[config.mk]
export PLATFORM = sky130hd
export DESIGN_NAME = mem_port_arbiter
export DESIGN_NICKNAME = d
export VERILOG_FILES = /design/src/rtl/mem_port_arbiter.sv
export SDC_FILE = /design/constraint.sdc
export NUM_CORES = 1
export LEC_CHECK = 0
export ABC_AREA = 1
export CAP_MARGIN = 20
export CORE_MARGIN = 2
export CORE_UTILIZATION = 45
export CTS_BUF_LIST = sky130_fd_sc_hd__clkbuf_8
export DETAILED_ROUTE_END_ITERATION = 12
export PLACE_DENSITY = 0.88
export SKIP_LAST_GASP = 1
export SYNTH_ARGS = -nofsm -noshare
export SYNTH_HDL_FRONTEND = slang
export SYNTH_SLANG_ARGS = --single-unit
[constraint.sdc]
create_clock -name clk -period 3.25 [get_ports clk]
set_clock_uncertainty 0.2 [all_clocks]
set_input_delay 0.65 -clock clk [delete_from_list [all_inputs] [get_ports clk]]
set_output_delay 0.65 -clock clk [all_outputs]
set_load 0.1 [all_outputs]
[src/rtl/mem_port_arbiter.sv]
// -----------------------------------------------------------------------------
// mem_port_arbiter
//
// Shares a single-port memory bus between instruction fetch (PC pc/ce) and the
// MEM-stage load/store unit. Each requester sees a combinational stall request
// until its access has completed. The returned instruction/load data is held,
// together with a valid flag, until the owning pipeline stage advances. Load and
// store requests always win over fetch. A flush during an in-flight bus
// transaction lets the handshake finish but discards the returned data.
//
// Optional feature (macro ARB_TIMEOUT_EN): a watchdog aborts any access that
// receives no ack within TIMEOUT_CYCLES busy cycles. The owner then receives
// zero data with its valid flag set, and bus_err_o pulses for one cycle.
// Without the macro, bus_err_o stays 0 and a missing ack stalls forever.
//
// Ports:
//   clk, rst         clock, synchronous active-high reset
//   stall_i[5:0]     pipeline stall vector ([1]=IF/ID hold, [4]=MEM/WB hold)
//   flush_i          pipeline flush (exception/eret)
//   if_ce_i          fetch enable
//   if_addr_i        fetch address
//   if_inst_o        fetched instruction (held)
//   if_stallreq_o    fetch stall request
//   mem_ce_i         data access request
//   mem_we_i         1 = store
//   mem_addr_i       data address
//   mem_wdata_i      store data
//   mem_sel_i        byte enables
//   mem_rdata_o      load data (held)
//   mem_stallreq_o   data stall request
//   bus_req_o        bus request, held until ack
//   bus_we_o         bus write
//   bus_addr_o       bus address
//   bus_wdata_o      bus write data
//   bus_sel_o        bus byte enables
//   bus_ack_i        bus completion, one-cycle pulse
//   bus_rdata_i      bus read data, valid with ack
//   bus_err_o        watchdog timeout pulse
// -----------------------------------------------------------------------------
module mem_port_arbiter #(
    parameter int unsigned ADDR_W         = 32,
    parameter int unsigned DATA_W         = 32,
    parameter int unsigned TIMEOUT_CYCLES = 255
) (
    input  logic              clk,
    input  logic              rst,
    input  logic [5:0]        stall_i,
    input  logic              flush_i,
    input  logic              if_ce_i,
    input  logic [ADDR_W-1:0] if_addr_i,
    output logic [DATA_W-1:0] if_inst_o,
    output logic              if_stallreq_o,
    input  logic              mem_ce_i,
    input  logic              mem_we_i,
    input  logic [ADDR_W-1:0] mem_addr_i,
    input  logic [DATA_W-1:0] mem_wdata_i,
    input  logic [3:0]        mem_sel_i,
    output logic [DATA_W-1:0] mem_rdata_o,
    output logic              mem_stallreq_o,
    output logic              bus_req_o,
    output logic              bus_we_o,
    output logic [ADDR_W-1:0] bus_addr_o,
    output logic [DATA_W-1:0] bus_wdata_o,
    output logic [3:0]        bus_sel_o,
    input  logic              bus_ack_i,
    input  logic [DATA_W-1:0] bus_rdata_i,
    output logic              bus_err_o
);

    typedef enum logic [1:0] {
        IDLE     = 2'd0,
        IF_BUSY  = 2'd1,
        MEM_BUSY = 2'd2,
        DRAIN    = 2'd3
    } state_t;

    state_t            state_q, state_d;
    logic              bus_req_q, bus_req_d;
    logic              bus_we_q, bus_we_d;
    logic [ADDR_W-1:0] bus_addr_q, bus_addr_d;
    logic [DATA_W-1:0] bus_wdata_q, bus_wdata_d;
    logic [3:0]        bus_sel_q, bus_sel_d;
    logic [DATA_W-1:0] if_inst_q, if_inst_d;
    logic [DATA_W-1:0] mem_rdata_q, mem_rdata_d;
    logic              if_valid_q, if_valid_d;
    logic              mem_valid_q, mem_valid_d;
    logic              bus_err_q, bus_err_d;
    logic              timeout_hit;

    // Only the IF/ID and MEM/WB hold bits matter to this block.
    logic unused_ok;
    assign unused_ok = ^{stall_i[5], stall_i[3:2], stall_i[0], TIMEOUT_CYCLES[0]};

`ifdef ARB_TIMEOUT_EN
    localparam int CNT_W = ($clog2(TIMEOUT_CYCLES + 1) > 8) ? $clog2(TIMEOUT_CYCLES + 1) : 8;

    logic [CNT_W-1:0] tmo_cnt_q, tmo_cnt_d;

    // Counter restarts whenever the state changes, so each BUSY/DRAIN visit
    // gets a fresh TIMEOUT_CYCLES budget; the limit is hit in the last
    // allowed busy cycle so the abort lands at that edge.
    assign timeout_hit = (state_q != IDLE) &&
                         (tmo_cnt_q == CNT_W'(TIMEOUT_CYCLES - 1));

    always_comb begin
        tmo_cnt_d = '0;
        if ((state_d == state_q) && (state_q != IDLE)) begin
            tmo_cnt_d = tmo_cnt_q + 1'b1;
        end
    end

    always_ff @(posedge clk) begin
        if (rst) begin
            tmo_cnt_q <= '0;
        end else begin
            tmo_cnt_q <= tmo_cnt_d;
        end
    end
`else
    assign timeout_hit = 1'b0;
`endif

    assign if_stallreq_o  = if_ce_i & ~if_valid_q;
    assign mem_stallreq_o = mem_ce_i & ~mem_valid_q;

    assign bus_req_o   = bus_req_q;
    assign bus_we_o    = bus_we_q;
    assign bus_addr_o  = bus_addr_q;
    assign bus_wdata_o = bus_wdata_q;
    assign bus_sel_o   = bus_sel_q;
    assign if_inst_o   = if_inst_q;
    assign mem_rdata_o = mem_rdata_q;
    assign bus_err_o   = bus_err_q;

    // Next-state logic. Valid flags first take their "stage advanced" clear,
    // then a completing access may set them again, giving set priority.
    always_comb begin
        state_d     = state_q;
        bus_req_d   = bus_req_q;
        bus_we_d    = bus_we_q;
        bus_addr_d  = bus_addr_q;
        bus_wdata_d = bus_wdata_q;
        bus_sel_d   = bus_sel_q;
        if_inst_d   = if_inst_q;
        mem_rdata_d = mem_rdata_q;
        bus_err_d   = 1'b0;
        if_valid_d  = if_valid_q & stall_i[1] & ~flush_i;
        mem_valid_d = mem_valid_q & stall_i[4] & ~flush_i;

        case (state_q)
            IDLE: begin
                // MEM belongs to the older instruction, so it is served first.
                if (mem_ce_i && !mem_valid_q && !flush_i) begin
                    bus_we_d    = mem_we_i;
                    bus_addr_d  = mem_addr_i;
                    bus_wdata_d = mem_wdata_i;
                    bus_sel_d   = mem_sel_i;
                    bus_req_d   = 1'b1;
                    state_d     = MEM_BUSY;
                end else if (if_ce_i && !if_valid_q && !flush_i) begin
                    bus_we_d   = 1'b0;
                    bus_addr_d = if_addr_i;
                    bus_sel_d  = 4'hF;
                    bus_req_d  = 1'b1;
                    state_d    = IF_BUSY;
                end
            end

            IF_BUSY, MEM_BUSY: begin
                if (bus_ack_i) begin
                    bus_req_d = 1'b0;
                    state_d   = IDLE;
                    // A coincident flush completes the handshake but the
                    // owning instruction is gone, so nothing is delivered.
                    if (!flush_i) begin
                        if (state_q == MEM_BUSY) begin
                            mem_valid_d = 1'b1;
                            if (!bus_we_q) begin
                                mem_rdata_d = bus_rdata_i;
                            end
                        end else begin
                            if_valid_d = 1'b1;
                            if_inst_d  = bus_rdata_i;
                        end
                    end
                end else if (flush_i) begin
                    // The bus cannot be aborted; wait out the ack elsewhere.
                    state_d = DRAIN;
                end else if (timeout_hit) begin
                    bus_req_d = 1'b0;
                    bus_err_d = 1'b1;
                    state_d   = IDLE;
                    if (state_q == MEM_BUSY) begin
                        mem_rdata_d = '0;
                        mem_valid_d = 1'b1;
                    end else begin
                        if_inst_d  = '0;
                        if_valid_d = 1'b1;
                    end
                end
            end

            DRAIN: begin
                if (bus_ack_i || timeout_hit) begin
                    bus_req_d = 1'b0;
                    bus_err_d = timeout_hit & ~bus_ack_i;
                    state_d   = IDLE;
                end
            end

            default: begin
                state_d   = IDLE;
                bus_req_d = 1'b0;
            end
        endcase
    end

    // State and output registers.
    always_ff @(posedge clk) begin
        if (rst) begin
            state_q     <= IDLE;
            bus_req_q   <= 1'b0;
            bus_we_q    <= 1'b0;
            bus_addr_q  <= '0;
            bus_wdata_q <= '0;
            bus_sel_q   <= 4'h0;
            if_inst_q   <= '0;
            mem_rdata_q <= '0;
            if_valid_q  <= 1'b0;
            mem_valid_q <= 1'b0;
            bus_err_q   <= 1'b0;
        end else begin
            state_q     <= state_d;
            bus_req_q   <= bus_req_d;
            bus_we_q    <= bus_we_d;
            bus_addr_q  <= bus_addr_d;
            bus_wdata_q <= bus_wdata_d;
            bus_sel_q   <= bus_sel_d;
            if_inst_q   <= if_inst_d;
            mem_rdata_q <= mem_rdata_d;
            if_valid_q  <= if_valid_d;
            mem_valid_q <= mem_valid_d;
            bus_err_q   <= bus_err_d;
        end
    end

endmodule
; ---- Yosys cells after proc, flatten, opt, wreduce, memory -nomap -nowiden
; Cells that the tools add are included.
[word_totals]
register_bits = 138
inputBits = 145
output_inout_bits = 137
elab_cells = 69
[op_classes]
eq_ne = 7
muxes = 24
n_bitwise = 11
reduce_logical = 17
[ops]
columns = cell, n
row1 = $mux 32, 2
row2 = $mux 1, 13
row3 = $mux 2, 5
row4 = $mux 4, 2
row5 = $and 1x1->1, 6
row6 = $ne 3x3->1 const B, 2
row7 = $pmux 2 s3, 1
row8 = $reduce_and 2->1, 3
row9 = $not 1->1, 5
row10 = $reduce_and 5->1, 1
row11 = $eq 2x2->1 const B, 2
row12 = $logic_and 1x1->1, 4
row13 = $reduce_and 4->1, 1
row14 = $logic_not 1->1, 3
row15 = $reduce_and 3->1, 1
row16 = $reduce_or 3->1, 1
row17 = $eq 2x1->1 const B, 1
row18 = $logic_not 2->1, 1
row19 = $ne 2x1->1 const B, 1
row20 = $ne 2x2->1 const B, 1
row21 = $pmux 1 s2, 1
row22 = $reduce_bool 2->1, 1
row23 = $reduce_or 2->1, 1

; ---- Logic depth before layout (Yosys ltp)
; Gate-level depths: netlist of run 1.
[logic_depth]
depth_word = 6
depth_mapped = 9
depth_no_buf = 9

; ---- Worst setup path after synthesis of run 1
; Ideal clock, no wire load.
[synth_path]
path_type = in2out
from = input mem_ce_i
to = output mem_stallreq_o
t_arrival_ns = 1.928
required_time_ns = 2.400
path_slack_ns = 0.472
stages = 2
path_buffers = 0
cell_sequence = inv_1 > nor2_1
[synth_via]
elab_chain_cells = 1
[synth_lines]
columns = item, line
row1 = "start, declared", 53  ; input logic mem_ce_i,
row2 = $and 1x1->1, 124  ; assign mem_stallreq_o = mem_ce_i & ~mem_valid_q;
row3 = "end, declared", 59  ; output logic mem_stallreq_o,
; No other way between the ends.

; ---- Worst setup path in the final report of run 1
; Same ends and word-level chain as after synthesis.

==> results of run 1 <==
[sequential cells by signal, summed over array words and instances (netlist names)]
| signal | flops |
|---|---|
| if_valid_q | 1 |
| mem_valid_q | 1 |
| bus_addr_o | 32 |
| if_inst_o | 32 |
| state_q | 2 |
| mem_rdata_o | 32 |
| bus_we_o | 1 |
| bus_sel_o | 4 |
| bus_req_o | 1 |
| bus_wdata_o | 32 |
[worst register-to-register path, delay by kind of cell, from the launching register on]
family	cells	cell delay [ns]
compound gates	2	0.27
fa+ha+maj	1	0.30
buf+inv	3	0.42
flops	1	0.38
simple gates	2	0.50
[metal layers]
| metal | wire [um] | share of wire | track usage |
|---|---|---|---|
| met1 | 6367 | 0.39 | 0.2532 |
| met2 | 7742 | 0.48 | 0.4173 |
| met3 | 1635 | 0.10 | 0.1012 |
| met4 | 424 | 0.026 | 0.1141 |
| met5 | 0 | 0 | 0 |
[layout make-up]
type | count | area, sq um
Multi-Input combinational cell | 533 | 2267
Timing Repair Buffer | 285 | 2565
Clock inverter | 10 | 55.05
Clock buffer | 20 | 275.3
Inverter | 82 | 309.0
Sequential cell | 138 | 2763
Fill cell | 1045 | 3617
Tap cell | 168 | 210.2
[metrics by stage]
stage,cell area [sq um],power [mW],instances
floorplan,5570,5.695,799
global placement,8114,6.598,1206
detailed placement,8114,6.652,1206
CTS,8444,7.846,1236
global route,8444,8.186,1236
finish,8444,7.795,1236
[where the power goes]
part	switching, mW	internal [mW]	total, mW
clock	0.618	0.566	1.18
sequential	0.182	2.06	2.24
combinational	3.42	0.949	4.37
[cell usage after synthesis, drive strengths merged]
library cell  number  share of area
conb               1        0.00067
nand3b             1         0.0036
nand2            175           0.12
dfxtp            138           0.50
buf               20          0.025
o21ai            103          0.093
nand3              8         0.0081
nor2             200           0.14
a21oi             40          0.036
ha                 5          0.011
clkbuf            26          0.018
inv               82          0.055
[cell families (layout without fill, tap and decap cells)]
| logic type | Yosys count | count (layout) |
|---|---|---|
| buf+inv | 128 | 397 |
| compound gates | 143 | 143 |
| simple gates | 384 | 384 |
| flops | 138 | 138 |
| fa+ha+maj | 5 | 5 |
| other cells | 1 | 1 |
[final timing paths]
kind / start / to / slack, ns
max: mem_ce_i / mem_stallreq_o / 0.76
min reg2reg: mem_rdata_o[31] / mem_rdata_o[31] / 0.24
min: mem_rdata_o[31] / mem_rdata_o[31] / 0.24
max reg2reg: state_q[1] / mem_rdata_o[5] / 1.08
==> results_dict.tcl, run 1 <==
set metrics [dict create \
    status "finished, final reports clean" \
    timing.critical_path.max_delay_family "buffers and inverters" \
    detailedRoute.firstPassIterationCount 4 \
    relSlewSlack 0.5560 \
    synth-seq-cells 138 \
    post-dp-hpwl_mm 11.56 \
    syn-instance-count 799 \
    first_global_vias 5257 \
    numPortBuffers 276 \
    fraction_of_the_mapped_netlist_area_in_compound_gates 0.1285 \
    worstPathCellList "clkdlybuf4s50_1 -> inv_1 -> nor2_1 -> buf_12" \
    finalWorstPathRequiredPeriod_ns 2.493 \
    track_usage 0.2408 \
    cts_hold_buf 0 \
    finalSetupViolations 0 \
    timing.critical_path.from_type "primary input" \
    area_of_the_mapped_netlist_sq_mm 0.005570 \
    power_per_cell_area_mw_per_mm2 923.1 \
    cts_inserted_buffers 17 \
    area_growth_pct 51.59 \
    layout.cells.most_common "sky130_fd_sc_hd__nor2_1" \
    design.die.area_sq_mm 0.01328 \
    vias 5674 \
    floorplan.io_pins 282 \
    critical_path_depth 4 \
    crit_path_max_incr_delay_ns 0.52 \
    reg2regPathDepth 8 \
    finish.net_count 1207 \
    vdd.ir_drop.worst_v 0.0005539 \
    starting_utilization_of_the_core_area 0.4618 \
    final_cell_mix "199 x sky130_fd_sc_hd__nor2_1, 173 x sky130_fd_sc_hd__nand2_1, 140 x sky130_fd_sc_hd__clkdlybuf4s50_1" \
    routed_wire_length_per_instance_um 13.08 \
    post-route-worst-setup-slack_ns 0.7572 \
    drv.max_cap_violation_count 0 \
    finalHoldViolations 0 \
    grt_pass1_wl_mm 24.86 \
    num_antenna_cells 0 \
    worst_skew_pair.late_latency_ns 0.44 \
    yosys.area_share.adder 0.01123 \
    worst-slew-pin-transition_ns 0.6651 \
    layout_worst_path_cycle_share 0.7670 \
    synth-simple-area-share 0.2662 \
    synth_xor_area_frac 0 \
    tns_ns 0 \
    h-tree-depth 4 \
    power_leakage_nw 3.919 \
    final.hold.worst_slack_ns 0.2433 \
    timing.fmax_ghz 0.4012 \
    final_layout_size_suffix_gt1_frac 0.1704 \
    initialDrtViolationCount 348 \
    syn_avg_cell_area_sq_um 6.972 \
    cp.buffers_inverters 3 \
    die_width_um 115.3 \
    fp-row-count 40 \
    coreArea_sq_mm 0.01206 \
    worst-endpoint-required_ns 2.40 \
    chipHeight_um 115.3 \
    grt-ovfl-total 0 \
    detail_route.wirelength_mm 16.17 \
    clkTransAtPathRegs_ns 0.07 \
    globalplace.congestion 0.7860 \
    crit_slowest_cell "sky130_fd_sc_hd__clkdlybuf4s50_1" \
    route.detailed.vias_per_inst 4.591 \
    yosys-mux-area-fraction 0 \
    route.detailed.drc 0 \
    grt_max_degree 65 \
    yosys_warnings 0 \
    initial_antenna_violation_count 0 \
    cp-end-kind "output pin" \
    cts.repair_timing.setup_buffer_count 0 \
    cts_buffer_depth 2 \
    slew_violations 0 \
    critPathArrivalTime_ns 1.64 \
    cts_resized 0 \
    synth_top_family_by_area "simple AND/OR/NAND/NOR gates" \
    postRouteAntennaNets 0 \
    path_class "primary input to output pin" \
    synth.yosys.seq_area_share 0.4960 \
    synth.net_count 949 \
    grt_setup_unrepaired "false" \
    clock-sinks 138 \
    whs_path_depth 2 \
    synthDistinctLibCells 18 \
    final_core_util 0.7001 \
    ctsRootBufferMaster "sky130_fd_sc_hd__clkbuf_8" \
    holdCritPathClass "flop to flop" \
    detailedPlace.worstSlack_ns 0.7110 \
    tritoncts "yes" \
    cp_max_fo 2 \
]
No activity file was read; power rests on OpenSTA's default activity.
==> inputs of run 2 (changes only) <==
CORE_UTILIZATION = 37   (was 45)
PLACE_DENSITY = 0.77   (was 0.88)
clock period = 2.1 ns   (was 3.25 ns; I/O delays follow)
==> results_dict.tcl, run 2 (synthesis results as in run 1) <==
set metrics [dict create \
    route.detailed.vias_per_inst 4.599 \
    h-tree-depth 4 \
    cp.buffers_inverters 4 \
    tns_ns 0 \
    detail_route.wirelength_mm 18.16 \
    finalSetupViolations 0 \
    power_per_cell_area_mw_per_mm2 1372 \
    area_growth_pct 84.23 \
    timing.fmax_ghz 0.5074 \
    grt_pass1_wl_mm 28.46 \
    final.hold.worst_slack_ns 0.2841 \
    layout_worst_path_cycle_share 0.9385 \
    timing.critical_path.mode_cell "sky130_fd_sc_hd__inv_1" \
    layout.cells.most_common "sky130_fd_sc_hd__nor2_1" \
    slew_violations 0 \
    multi_input_area_sq_mm 0.002270 \
    postRouteAntennaNets 0 \
    cts.repair_timing.setup_buffer_count 0 \
    vdd.ir_drop.worst_v 0.0006743 \
    path_class "flop to flop" \
    timing.critical_path.max_delay_family "buffers and inverters" \
    track_usage 0.2252 \
    routed_wire_length_per_instance_um 14.28 \
    worst_skew_pair.late_latency_ns 0.44 \
    detailedRoute.firstPassIterationCount 5 \
    clkTransAtPathRegs_ns 0.07 \
    grt-ovfl-total 0 \
    final_cell_mix "198 x sky130_fd_sc_hd__nor2_1, 173 x sky130_fd_sc_hd__nand2_1, 140 x sky130_fd_sc_hd__clkdlybuf4s50_1" \
    die_width_um 126.7 \
    sequential_cell_area_sq_mm 0.002763 \
    post_dp_cell_area_sq_mm 0.009848 \
    tritoncts "yes" \
    route.detailed.drc 0 \
    fillers 1132 \
    whs_path_depth 2 \
    cts_inserted_buffers 17 \
    cts_buffer_depth 2 \
    coreArea_sq_mm 0.01464 \
    crit_start "state_q[1]" \
    worstPathCellList "inv_1 -> ha_1 -> inv_1 -> nor2_2 -> buf_4 -> nand3_2 -> buf_12 -> o21ai_0 -> a21oi_1" \
    fp-row-count 44 \
    critPathArrivalTime_ns 2.09 \
    critPathCapture "mem_rdata_o[8]" \
    r2r-end "mem_rdata_o[8]" \
    chipHeight_um 126.7 \
    grt_setup_unrepaired "false" \
    num_antenna_cells 0 \
    cts_hold_buf 0 \
    post_route_standard_cell_area_excluding_fillers_sq_mm 0.01026 \
    cts_resized 0 \
    holdCritPathClass "flop to flop" \
    critical_path_depth 9 \
    reg2reg_setup_slack_ns 0.13 \
    worstReg2RegStart "state_q[1]" \
    power_leakage_nw 4.412 \
    drv.max_cap_violation_count 0 \
    cp-end-kind "flop" \
    worst-endpoint-required_ns 2.22 \
    globalplace.congestion 0.8167 \
    design.die.area_sq_mm 0.01605 \
    numPortBuffers 276 \
    vias 5850 \
    grt_max_degree 68 \
    crit_slowest_cell "sky130_fd_sc_hd__dfxtp_1" \
    floorplan.io_pins 282 \
    timing.critical_path.from_type "flop" \
    first_global_vias 5764 \
    crit_path_max_incr_delay_ns 0.39 \
    reg2regPathDepth 9 \
    status "finished, final reports clean" \
    starting_utilization_of_the_core_area 0.3804 \
    clock-sinks 138 \
    final_layout_size_suffix_gt1_frac 0.1866 \
    initial_antenna_violation_count 0 \
    finalWorstPathRequiredPeriod_ns 1.971 \
    cp_max_fo 64 \
    post-dp-hpwl_mm 13.78 \
    ctsRootBufferMaster "sky130_fd_sc_hd__clkbuf_8" \
    initialDrtViolationCount 254 \
    finalHoldViolations 0 \
    finish.net_count 1225 \
]
-- run 2: metal layers --
| metal | global-route usage | part of all wire |
|---|---|---|
| met4 | 0.07304 | 0.016 |
| met5 | 0 | 0 |
| met1 | 0.2245 | 0.38 |
| met3 | 0.1063 | 0.097 |
| met2 | 0.4137 | 0.51 |
-- run 2: worst reg2reg max path, stage by stage (launching register included) --
cell,delay [ns]
sky130_fd_sc_hd__dfxtp_1,0.39
sky130_fd_sc_hd__inv_1,0.10
sky130_fd_sc_hd__ha_1,0.30
sky130_fd_sc_hd__inv_1,0.05
sky130_fd_sc_hd__nor2_2,0.09
sky130_fd_sc_hd__buf_4,0.14
sky130_fd_sc_hd__nand3_2,0.08
sky130_fd_sc_hd__buf_12,0.20
sky130_fd_sc_hd__o21ai_0,0.24
sky130_fd_sc_hd__a21oi_1,0.07
-- run 2: how the worst min path moves through the flow --
stage,startpoint,to,slack (ns)
after global placement,mem_rdata_o[12],mem_rdata_o[12],0.27
after detailed placement,mem_rdata_o[23],mem_rdata_o[23],0.27
after CTS,mem_rdata_o[29],mem_rdata_o[29],0.28
final,bus_sel_o[3],bus_sel_o[3],0.28
after floorplan,if_valid_q,if_valid_q,0.25
after global routing,mem_rdata_o[13],mem_rdata_o[13],0.30
-- run 2: metrics by stage --
step | worst slack [ns] | instances | total power, mW | utilization
after floorplan | 0.1395 | 799 | 8.815 | -
after global placement | 0.04372 | 1240 | 11.78 | 0.6725
after detailed placement | 0.02250 | 1240 | 11.91 | 0.6725
after CTS | 0.1294 | 1272 | 14.20 | 0.7008
after global routing | 0.04890 | 1272 | 14.69 | 0.7008
final | 0.1291 | 1272 | 14.08 | 0.7008
-- run 2: area by class of cell --
type / instances / share of cell area
Clock inverter: 13 / 0.01487
Timing Repair Buffer: 303 / 0.4167
Tap cell: 184 / 0.02243
Sequential cell: 138 / 0.2692
Clock buffer: 19 / 0.02548
Multi-Input combinational cell: 533 / 0.2212
Inverter: 82 / 0.03011
-- run 2: report_power, final --
| group | switching [mW] | internal [mW] |
|---|---|---|
| clock | 1.03 | 1.22 |
| combinational | 5.37 | 2.74 |
| sequential | 0.534 | 3.18 |
==> inputs of run 3 (changes only) <==
MAX_ROUTING_LAYER = met4   (was unset)
SETUP_SLACK_MARGIN = 0.3   (was unset)
==> results_dict.tcl, run 3 (synthesis results as in run 1) <==
set metrics [dict create \
    layout_worst_path_cycle_share 0.8566 \
    status "finished, final reports clean" \
    grt_max_degree 63 \
    holdPathEnd "bus_sel_o[0]" \
    final.hold.worst_slack_ns 0.2803 \
    route.detailed.vias_per_inst 4.614 \
    grt_pass1_wl_mm 28.58 \
    grt_setup_unrepaired "true" \
    worstPathCellList "inv_2 -> ha_4 -> inv_1 -> nor2_4 -> nand3_2 -> buf_12 -> buf_12 -> o21ai_1 -> a21oi_1" \
    ctsRootBufferMaster "sky130_fd_sc_hd__clkbuf_8" \
    post-route-worst-setup-slack_ns 0.3012 \
    detail_route.wirelength_mm 17.80 \
    post_route_standard_cell_area_excluding_fillers_sq_mm 0.01033 \
    clkTransAtPathRegs_ns 0.08 \
    starting_utilization_of_the_core_area 0.3804 \
    worst_skew_pair.late_latency_ns 0.44 \
    slew_violations 0 \
    globalplace.congestion 0.8438 \
    finalHoldViolations 0 \
    finalSetupViolations 0 \
    track_usage 0.2319 \
    detailedRoute.firstPassIterationCount 6 \
    cp_max_fo 17 \
    initialDrtViolationCount 208 \
    r2r-end "mem_rdata_o[0]" \
    cts_buffer_depth 2 \
    numPortBuffers 276 \
    area_growth_pct 85.47 \
    final_cell_mix "198 x sky130_fd_sc_hd__nor2_1, 172 x sky130_fd_sc_hd__nand2_1, 138 x sky130_fd_sc_hd__clkdlybuf4s50_1" \
    cts_inserted_buffers 17 \
    crit_slowest_cell "sky130_fd_sc_hd__dfxtp_2" \
    timing.hold.worst.start "bus_sel_o[0]" \
    detailedPlace.worstSlack_ns -0.01664 \
    coreArea_sq_mm 0.01464 \
    finish.net_count 1228 \
    drv.max_cap_violation_count 0 \
    post-dp-hpwl_mm 13.64 \
    clock-sinks 138 \
    whs_path_depth 2 \
    chipHeight_um 126.7 \
    worst-endpoint-required_ns 2.23 \
    post_dp_cell_area_sq_mm 0.009852 \
    sequential_cell_area_sq_mm 0.002766 \
    critPathArrivalTime_ns 1.93 \
    final_layout_size_suffix_gt1_frac 0.2044 \
    timing.critical_path.mode_cell "sky130_fd_sc_hd__buf_12" \
    timing.fmax_ghz 0.5559 \
    tritoncts "yes" \
    fp-row-count 44 \
    vdd.ir_drop.worst_v 0.0007380 \
    power_leakage_nw 4.442 \
    vias 5888 \
    fillers 1104 \
    initial_antenna_violation_count 1 \
    path_class "flop to flop" \
    timing.critical_path.from_type "flop" \
    cp-end-kind "flop" \
    h-tree-depth 4 \
    route.detailed.drc 0 \
    design.die.area_sq_mm 0.01605 \
    routed_wire_length_per_instance_um 13.95 \
    die_width_um 126.7 \
    power_per_cell_area_mw_per_mm2 1368 \
    holdCritPathClass "flop to flop" \
    layout.cells.most_common "sky130_fd_sc_hd__nor2_1" \
    floorplan.io_pins 282 \
    reg2regPathDepth 9 \
    multi_input_area_sq_mm 0.002308 \
    reg2reg_setup_slack_ns 0.30 \
    crit_path_max_incr_delay_ns 0.34 \
    postRouteAntennaNets 0 \
    grt-ovfl-total 0 \
    worstReg2RegStart "state_q[0]" \
    finalWorstPathRequiredPeriod_ns 1.799 \
    first_global_vias 5873 \
]
-- run 3: stage by stage --
step | setup TNS [ns] | instances | power (mW) | utilization
after floorplan | 0 | 799 | 8.815 | -
after global placement | 0 | 1242 | 11.73 | 0.6728
after detailed placement | -0.03324 | 1242 | 11.85 | 0.6728
after CTS | 0 | 1275 | 14.25 | 0.7038
after global routing | 0 | 1276 | 14.77 | 0.7055
final | 0 | 1276 | 14.14 | 0.7055
-- run 3: final cells by class --
type                    count  area share
diodes                      1   0.0002422
clock buffers              17     0.02265
clock inverters            15     0.01829
inverters                  82     0.02991
multi-input cells         533      0.2234
flip-flops and latches    138      0.2678
well taps                 184     0.02228
repair buffers            306      0.4154
-- run 3: how the worst max path moves through the flow --
stage	start	to	slack, ns	cells after the start
5_1_grt	state_q[0]	mem_rdata_o[0]	0.22	9
3_5_place_dp	flush_i	if_inst_o[2]	-0.02	6
6_report	state_q[0]	mem_rdata_o[0]	0.30	9
3_3_place_gp	flush_i	mem_rdata_o[2]	0.08	6
4_1_cts	state_q[0]	mem_rdata_o[15]	0.26	9
2_1_floorplan	mem_ce_i	mem_stallreq_o	0.26	2
-- run 3: worst max-delay path: cells and delay by family, from the launching register on --
kind / cells / cell delay, ns
AO/OA/AOI/OAI: 2 / 0.20
adder cells (fa/ha/maj): 1 / 0.27
buffers and inverters: 4 / 0.44
flip-flops: 1 / 0.34
AND/OR/NAND/NOR: 2 / 0.23
-- run 3: routing by layer --
| metal | vias to the layer above | GRT usage | wire [um] | part of all wire |
|---|---|---|---|---|
| met4 | 0 | 0.08468 | 407 | 0.023 |
| li1 | 3008 | - | - | - |
| met3 | 30 | 0.09152 | 1660 | 0.093 |
| met2 | 223 | 0.4057 | 9038 | 0.51 |
| met5 | - | - | 0 | 0 |
| met1 | 2627 | 0.2357 | 6696 | 0.38 |
-- run 3: what timing repair did --
| action | 4_1_cts | 5_1_grt |
|---|---|---|
| resized for setup | 23 | 25 |
| buffers inserted | 1 | 0 |
| hold buffers | 0 | 0 |
| pin swaps | 2 | 1 |
| cloned | 0 | 0 |
| endpoints found under the setup margin | 63 | 45 |
-- run 3: where the power goes --
| group | internal, mW | switching (mW) | leakage [nW] |
|---|---|---|---|
| Clock | 1.19 | 1.10 | 0.196 |
| Sequential | 3.19 | 0.513 | 1.13 |
| Combinational | 2.75 | 5.39 | 3.12 |
